`src/rtl/mips_multicycle_ctrl.sv`:
```
// -----------------------------------------------------------------------------
// mips_multicycle_ctrl
//   Multi-cycle sequencer for the MIPS datapath. It steps each instruction
//   through FETCH/DECODE/EXECUTE/MEMORY/WRITEBACK. This lets the register file,
//   the ALU and one shared instruction/data memory be reused across cycles.
//   It drives every datapath select and enable, and waits on mem_ready in the
//   memory states. It counts retired instructions and raises a sticky fault on
//   an illegal opcode or a memory timeout.
//
// Ports
//   clk, reset             clock; asynchronous active-high reset
//   run                    1 = execute, 0 = stop at the next instruction boundary
//   opcode, funct          IR[31:26] / IR[5:0], valid from DECODE onward
//   zero                   ALU zero flag (BRANCH)
//   mem_ready              shared memory finished the current access
//   state                  current state encoding (debug)
//   pc_write/pc_src        PC load and PC source select
//   ir_write, iord         IR load, memory address select (0 PC, 1 ALU)
//   mem_read/mem_write     memory request strobes
//   reg_write/reg_dst/mem_to_reg   register file write control
//   alu_src_a/alu_src_b/alu_op     ALU operand and operation selects
//   busy, fault            activity flag, sticky fault flag
//   instr_count            retired-instruction counter (wraps)
// -----------------------------------------------------------------------------
module mips_multicycle_ctrl #(
   parameter int unsigned CNT_W       = 32,
   parameter int unsigned MEM_TIMEOUT = 15
) (
   input  logic             clk,
   input  logic             reset,
   input  logic             run,
   input  logic [5:0]       opcode,
   input  logic [5:0]       funct,
   input  logic             zero,
   input  logic             mem_ready,
   output logic [3:0]       state,
   output logic             pc_write,
   output logic [1:0]       pc_src,
   output logic             ir_write,
   output logic             iord,
   output logic             mem_read,
   output logic             mem_write,
   output logic             reg_write,
   output logic [1:0]       reg_dst,
   output logic [1:0]       mem_to_reg,
   output logic             alu_src_a,
   output logic [1:0]       alu_src_b,
   output logic [2:0]       alu_op,
   output logic             busy,
   output logic             fault,
   output logic [CNT_W-1:0] instr_count
);

   typedef enum logic [3:0] {
      S_IDLE   = 4'd0,
      S_FETCH  = 4'd1,
      S_DECODE = 4'd2,
      S_EXEC_R = 4'd3,
      S_EXEC_I = 4'd4,
      S_ADDR   = 4'd5,
      S_MEM_RD = 4'd6,
      S_MEM_WR = 4'd7,
      S_WB_ALU = 4'd8,
      S_WB_MEM = 4'd9,
      S_BRANCH = 4'd10,
      S_JUMP   = 4'd11,
      S_HALT   = 4'd12
   } state_t;

   localparam logic [5:0] OP_RTYPE = 6'h00;
   localparam logic [5:0] OP_J     = 6'h02;
   localparam logic [5:0] OP_JAL   = 6'h03;
   localparam logic [5:0] OP_BEQ   = 6'h04;
   localparam logic [5:0] OP_ADDI  = 6'h08;
   localparam logic [5:0] OP_SLTI  = 6'h0A;
   localparam logic [5:0] OP_ANDI  = 6'h0C;
   localparam logic [5:0] OP_ORI   = 6'h0D;
   localparam logic [5:0] OP_LW    = 6'h23;
   localparam logic [5:0] OP_SW    = 6'h2B;
   localparam logic [5:0] OP_HALT  = 6'h3F;
   localparam logic [5:0] FN_JR    = 6'h08;

   // Last wait count still allowed before giving up (MEM_TIMEOUT is 1..255).
   localparam logic [7:0] WAIT_LAST = 8'(MEM_TIMEOUT - 1);

   state_t           state_q, state_d;
   logic             fault_q, fault_d;
   logic [CNT_W-1:0] cnt_q, cnt_d;
   logic [7:0]       wait_q, wait_d;

   // State register
   always_ff @(posedge clk or posedge reset) begin
      if (reset) begin
         state_q <= S_IDLE;
         fault_q <= 1'b0;
         cnt_q   <= '0;
         wait_q  <= '0;
      end else begin
         state_q <= state_d;
         fault_q <= fault_d;
         cnt_q   <= cnt_d;
         wait_q  <= wait_d;
      end
   end

   // Next-state logic. The wait counter returns to zero whenever the FSM is
   // not stalled in a memory state, so every entry to FETCH/MEM_RD/MEM_WR
   // starts from zero. A mem_ready on the last allowed cycle wins over timeout.
   always_comb begin
      logic retire;
      logic mem_wait;
      state_d  = state_q;
      fault_d  = fault_q;
      cnt_d    = cnt_q;
      wait_d   = '0;
      retire   = 1'b0;
      mem_wait = 1'b0;

      case (state_q)
         S_IDLE:   if (run) state_d = S_FETCH;
         S_FETCH:  if (mem_ready) state_d = S_DECODE;
                   else mem_wait = 1'b1;
         S_DECODE: begin
            case (opcode)
               OP_RTYPE: state_d = (funct == FN_JR) ? S_JUMP : S_EXEC_R;
               OP_LW, OP_SW: state_d = S_ADDR;
               OP_BEQ: state_d = S_BRANCH;
               OP_J, OP_JAL: state_d = S_JUMP;
               OP_ADDI, OP_ANDI, OP_ORI, OP_SLTI: state_d = S_EXEC_I;
               OP_HALT: state_d = S_HALT;
               default: begin
                  state_d = S_HALT;
                  fault_d = 1'b1;
               end
            endcase
         end
         S_EXEC_R, S_EXEC_I: state_d = S_WB_ALU;
         S_ADDR:   state_d = (opcode == OP_LW) ? S_MEM_RD : S_MEM_WR;
         S_MEM_RD: if (mem_ready) state_d = S_WB_MEM;
                   else mem_wait = 1'b1;
         S_MEM_WR: if (mem_ready) retire = 1'b1;
                   else mem_wait = 1'b1;
         S_WB_ALU, S_WB_MEM, S_BRANCH, S_JUMP: retire = 1'b1;
         S_HALT:   state_d = S_HALT;
         default:  state_d = S_IDLE;
      endcase

      if (mem_wait) begin
         if (wait_q >= WAIT_LAST) begin
            state_d = S_HALT;
            fault_d = 1'b1;
         end else begin
            wait_d = wait_q + 8'd1;
         end
      end

      if (retire) begin
         cnt_d   = cnt_q + CNT_W'(1);
         state_d = run ? S_FETCH : S_IDLE;
      end
   end

   // Output decode from the current state (plus IR fields, zero and mem_ready)
   always_comb begin
      pc_write   = 1'b0;
      pc_src     = 2'b00;
      ir_write   = 1'b0;
      iord       = 1'b0;
      mem_read   = 1'b0;
      mem_write  = 1'b0;
      reg_write  = 1'b0;
      reg_dst    = 2'b00;
      mem_to_reg = 2'b00;
      alu_src_a  = 1'b0;
      alu_src_b  = 2'b00;
      alu_op     = 3'b000;
      busy       = (state_q != S_IDLE) && (state_q != S_HALT);

      case (state_q)
         S_FETCH: begin
            mem_read  = 1'b1;
            alu_src_b = 2'b01;
            ir_write  = mem_ready;
            pc_write  = mem_ready;
         end
         S_DECODE: alu_src_b = 2'b11;
         S_EXEC_R: begin
            alu_src_a = 1'b1;
            alu_op    = 3'b010;
         end
         S_EXEC_I: begin
            alu_src_a = 1'b1;
            alu_src_b = 2'b10;
            case (opcode)
               OP_ANDI: alu_op = 3'b011;
               OP_ORI:  alu_op = 3'b100;
               OP_SLTI: alu_op = 3'b101;
               default: alu_op = 3'b000;
            endcase
         end
         S_ADDR: begin
            alu_src_a = 1'b1;
            alu_src_b = 2'b10;
         end
         S_MEM_RD: begin
            iord     = 1'b1;
            mem_read = 1'b1;
         end
         S_MEM_WR: begin
            iord      = 1'b1;
            mem_write = 1'b1;
         end
         S_WB_ALU: begin
            reg_write = 1'b1;
            reg_dst   = (opcode == OP_RTYPE) ? 2'b01 : 2'b00;
         end
         S_WB_MEM: begin
            reg_write  = 1'b1;
            mem_to_reg = 2'b01;
         end
         S_BRANCH: begin
            alu_src_a = 1'b1;
            alu_op    = 3'b001;
            pc_src    = 2'b01;
            pc_write  = zero;
         end
         S_JUMP: begin
            pc_write = 1'b1;
            pc_src   = (opcode == OP_RTYPE) ? 2'b11 : 2'b10;
            if (opcode == OP_JAL) begin
               reg_write  = 1'b1;
               reg_dst    = 2'b10;
               mem_to_reg = 2'b10;
            end
         end
         default: ;
      endcase
   end

   assign state       = state_q;
   assign fault       = fault_q;
   assign instr_count = cnt_q;

endmodule
```
`config.mk`:
```
export PLATFORM = sky130hd
export DESIGN_NAME = mips_multicycle_ctrl
export DESIGN_NICKNAME = d
export VERILOG_FILES = /design/src/rtl/mips_multicycle_ctrl.sv
export SDC_FILE = /design/constraint.sdc
export NUM_CORES = 1
export LEC_CHECK = 0
export ABC_CLOCK_PERIOD_IN_PS = 2200
export BUFFER_PORTS_ARGS = -buffer_cell sky130_fd_sc_hd__buf_2
export CAP_MARGIN = 20
export CORE_ASPECT_RATIO = 1.1
export CORE_MARGIN = 4
export CORE_UTILIZATION = 49
export CTS_BUF_LIST = sky130_fd_sc_hd__clkbuf_16
export DETAILED_ROUTE_END_ITERATION = 12
export PLACE_DENSITY = 0.81
export SLEW_MARGIN = 20
export SYNTH_ARGS = -nofsm -noshare
export SYNTH_HDL_FRONTEND = slang
export SYNTH_SLANG_ARGS = --single-unit
```
`constraint.sdc`:
```
create_clock -name clk -period 2.2 [get_ports clk]
set_input_delay 0.22 -clock clk [delete_from_list [all_inputs] [get_ports clk]]
set_output_delay 0.22 -clock clk [all_outputs]
set_load 0.02 [all_outputs]
```
* After elaboration in Yosys (flattened, before gate mapping)
Cells that the tools add are included.
** Cells by class
- $add $sub $neg :: 2
- Magnitude comparators :: 1
- Equality and inequality tests :: 24
- Multiplexer cells :: 38
- Reduce and logical (&&, ||, !) cells :: 17
** Operators with widths (count)
- $add 32x1->32 const B :: 1
- $pmux 4 s8 :: 1
- $eq 6x4->1 const B :: 5
- $mux 4 :: 7
- $eq 4x4->1 const B :: 5
- $pmux 4 s5 :: 1
- $eq 6x6->1 const B :: 3
- $pmux 3 s3 :: 2
- $mux 1 :: 17
- $eq 4x3->1 const B :: 4
- $mux 8 :: 2
- $reduce_or 2->1 :: 7
- $eq 6x2->1 const B :: 2
- $pmux 2 s2 :: 3
- $reduce_or 4->1 :: 3
- $reduce_or 11->1 :: 1
- $add 8x1->8 const B :: 1
- $eq 4x2->1 const B :: 2
- $ge 8x4->1 const B :: 1
- $eq 6x3->1 const B :: 1
- $logic_not 6->1 :: 1
- $pmux 2 s3 :: 1
- $reduce_or 5->1 :: 1
- $eq 4x1->1 const B :: 1
- other kinds (8) :: 9
** Storage, ports and cells
- Register bits after elaboration :: 45
- Bits of input ports :: 17
- Output and inout bits :: 56
- Logic and storage cells :: 86

* Longest topological paths before layout
- Depth after elaboration :: 7
- Gate-level depth with buffers :: 7
- Mapped depth without buffers :: 6

* Worst setup path before layout
OpenSTA, ideal clock, no wires.
- Path kind :: flip-flop to output port
- Start :: register state_q[1], in the netlist state[1]
- End :: output reg_dst[1]
- Arrival :: 2063 ps
- Data required time :: 1980 ps
- Slack :: -83 ps
- Cell stages (with the launch flop) :: 6
- Path buffers :: 3
- Cells stage by stage :: dfrtp_1 clkbuf_1 clkbuf_1 nand2_1 nor3_1 buf_4
** On the way
- Longest elaborated chain between the ends :: 2
- Elaborated cells on any way between the ends :: 3
- Classes of those cells :: 2 x eq/ne; 1 x mux
** RTL lines
- start: declaration :: RTL line 86 : state_t state_q, state_d;
- start signal: assignment :: RTL line 99 : state_q <= state_d;
- $eq 4x4->1 :: RTL line 179 : case (state_q)
- $pmux 2 s2 (*) :: RTL line 179
- end: declaration :: RTL line 44 : output logic [1:0] reg_dst,
Every way passes the cells marked *; elsewhere a longest branch is shown, timed or not.

* Worst setup path after layout
- Start :: register state_q[2], in the netlist state[2]
- End :: register cnt_q[23], in the netlist instr_count[23]
** On the way
- Longest elaborated chain between the ends :: 3
- Elaborated cells on any way between the ends :: 7
- Classes of those cells :: 5 x eq/ne; 1 x mux; 1 x reduce/logical
** RTL lines
- $eq 4x4->1 :: RTL line 119 : case (state_q)
- $reduce_or 4->1 :: RTL line 119
- $pmux 1 s2 (*) :: RTL line 119
- end signal: assignment :: RTL line 101 : cnt_q <= cnt_d;
- end: declaration :: RTL line 88 : logic [CNT_W-1:0] cnt_q, cnt_d;
Marks and branches as above.
A chain may end at the register's enable or synchronous reset.

==> impl_metrics.tcl <==
set metrics [dict create \
    min_period_ps 2020 \
    n_fill_cell 446 \
    final_nets 383 \
    antenna_found_initial 0 \
    slowest_stage "or3_1" \
    via_count 2420 \
    timing.fmax_ghz 0.496 \
    power_density_mw_per_mm2 967 \
    fin_setup_tns_ps 0 \
    insertedDiodeCount 0 \
    std_cell_rows 27 \
    ir_drop_v 0.000553 \
    dp_cells 428 \
    syn-cell-area_mm2 0.00268 \
    fin_crit_sh_pct 91.7 \
    synthesis.instances 289 \
    pwr-share-seq_pct 32.5 \
    numCtsBuffers 5 \
    critPathMaxStageDelay_ps 540 \
    pwr-share-clk_pct 26.8 \
    io_buffers 72 \
    regToRegSetupSlack_ps 180 \
    startpoint "state[2]" \
    design.die.area_mm2 0.00672 \
    postCtsHoldBufs 0 \
    detail_route.wl_per_cell_um 14.7 \
    status "complete, no violations" \
    async_flop_share_pct 100 \
    postRouteAntennaNets 0 \
    tightestPinTransition_ps 556 \
    finalHoldViolations 0 \
    track_usage_pct 19.7 \
    dominantRegCellSynth "dfrtp_1" \
    setup_viol 0 \
    io_pins 73 \
    reg2regPathDepth 5 \
    detail_route.iter0.violations 173 \
    rsz0062_at_grt "no" \
    post_cts_resized 0 \
    crit_chain "and2b_1 > a21oi_4 > or3_1 > nor3_1 > xor2_1" \
    multi_input_area_mm2 0.00148 \
    arrival_ps 2230 \
    cp_max_fo 10 \
    gpl.final_weighted_congestion 0.890 \
    synth_seq_cells 45 \
    r2r-end "instr_count[23]" \
    r2r_start "state[2]" \
    p_sw_share_pct 39.8 \
    yosys.area.top_type "dfrtp_1" \
    cellLeakagePower_nw 1.60 \
    crit_type "reg2reg" \
    via_per_inst 5.55 \
    area_delta_synth_final_pct 23.1 \
    yosysSeqAreaShare_pct 42.0 \
    h-tree-depth 2 \
    overflow 0 \
    max_slew_margin_pct 62.9 \
    netlist.area_leader.share_pct 42.0 \
    start_util_pct 52.2 \
    combPwrFrac_pct 40.8 \
    synthDistinctLibCells 61 \
    instances_no_fill 436 \
    dp_hpwl_um 4440 \
    p_sw_mw 1.27 \
    grt_pass1_vias 2288 \
    grt_max_degree 46 \
    clkTransAtPathRegs_ps 70 \
    core_area_mm2 0.00513 \
    drv_cap 0 \
    layout.area.seq_mm2 0.00113 \
    post_cts_buffers 0 \
    synth_edf_count 0 \
    synthTopCellsByArea "dfrtp_1 (42%), xnor2_1 (7.8%), nand2_1 (4.1%), nor2_1 (4.1%), xor2_1 (3.9%)" \
    p_int_mw 1.92 \
    clock_skew_ps 10.1 \
    firstDrtPassIters 4 \
    drc_errors 0 \
    insertion_delay_ps 290 \
    avgSynthCellArea_um2 9.27 \
    end_kind "flip-flop" \
    yosysWarningCount 0 \
    drive_gt1_share_pct 29.1 \
    crit_path_end "instr_count[23]" \
    start_kind "flip-flop" \
    cts_sinks 45 \
    die_w_um 78.5 \
    cts_max_path_buffers 2 \
    required_ps 2410 \
    die_y_um 85.6 \
    hold_class "in2async" \
    grt_pass1_wl_um 10700 \
    clock_tree.root_cell "clkbuf_16" \
    cts_tree "done" \
    slew_viol_final 0 \
    routed_wl_um 6410 \
]
[Yosys cell counts (4+ instances only)]
library cell / count
xor2_1: 12
nor2_1: 29
dfrtp_1: 45
nand2_1: 29
nor4_1: 6
nand2b_1: 4
o22ai_1: 4
clkbuf_1: 11
a21oi_1: 13
nor4_2: 4
nand4_1: 11
nand3_1: 16
nor3_1: 11
inv_1: 5
xnor2_1: 24
o21ai_0: 6
[power by group through the flow]
stage	sequential (mW)	combinational, mW	clock [mW]
2_1_floorplan	1.11	0.842	0
4_1_cts	1.03	1.30	0.866
3_3_place_gp	1.04	1.28	0
3_5_place_dp	1.05	1.29	0
6_report	1.04	1.30	0.855
5_1_grt	1.06	1.42	0.909
[flip-flops by register name, indices dropped and copies added (netlist names)]
name / cells
fault: 1
wait_q: 8
state: 4
instr_count: 32
[layout make-up]
cell class	count	share of cell area, %
clock buffer	5	3.79
clock inverter	3	1.33
inverter	6	0.683
multi-input combinational	226	44.8
sequential	45	34.1
tap	72	2.73
timing repair buffer	79	12.5
[per-stage QoR]
stage | cell area (um^2) | utilization [%] | hold WS [ps] | setup WS [ps] | power [mW]
2_1_floorplan | 2690 | - | 330 | 135 | 1.95
3_3_place_gp | 3130 | 61.0 | 379 | 338 | 2.32
3_5_place_dp | 3130 | 61.0 | 389 | 267 | 2.34
4_1_cts | 3300 | 64.3 | 76.8 | 194 | 3.20
5_1_grt | 3300 | 64.3 | 115 | 50.1 | 3.39
6_report | 3300 | 64.3 | 59.2 | 182 | 3.19
[per-layer routing]
layer	GRT usage [%]	up-vias	routed length (um)
met5	0	-	0
met4	5.72	0	104
met3	4.83	9	418
met2	33.1	86	3120
met1	25.1	1156	2770
li1	-	1169	-
[worst max-delay path: cells and delay by family (launching register included)]
kind | cells | cell delay, ps
DFF | 1 | 470
xor gates and xnor gates | 1 | 190
AOI/OAI and AO/OA | 1 | 80
and+or+nand+nor | 3 | 1210
[logic make-up after synthesis]
logic type / share of synthesized area (%)
XOR/XNOR: 11.8
multiplexers: 0.747
AND/OR/NAND/NOR: 29.7
flip-flops: 42.0
buffers and inverters: 3.27
AO/OA/AOI/OAI: 10.9
other: 0.140
adder cells (fa/ha/maj): 1.40
[how the worst min path moves through the flow]
stage | start | end | slack [ps] | cells after the start
floorplan | run | state[0] | 330 | 2
global placement | reset | state[2] | 380 | 3
detailed placement | reset | wait_q[5] | 390 | 3
CTS | reset | instr_count[0] | 80 | 3
global route | reset | instr_count[0] | 110 | 3
finish | reset | instr_count[2] | 60 | 3
[layout by cell type, fill, tap and decap left out, drive strengths merged, types with 5 or more instances in the layout]
| master | count |
|---|---|
| nor4 | 12 |
| nand2 | 30 |
| xor2 | 12 |
| clkbuf | 5 |
| buf | 79 |
| inv | 5 |
| nor3 | 11 |
| dfrtp | 45 |
| a21oi | 14 |
| nand4 | 11 |
| xnor2 | 24 |
| o21ai | 6 |
| nor2 | 29 |
| nand3 | 17 |
No activity file was read; power rests on OpenSTA's default activity.
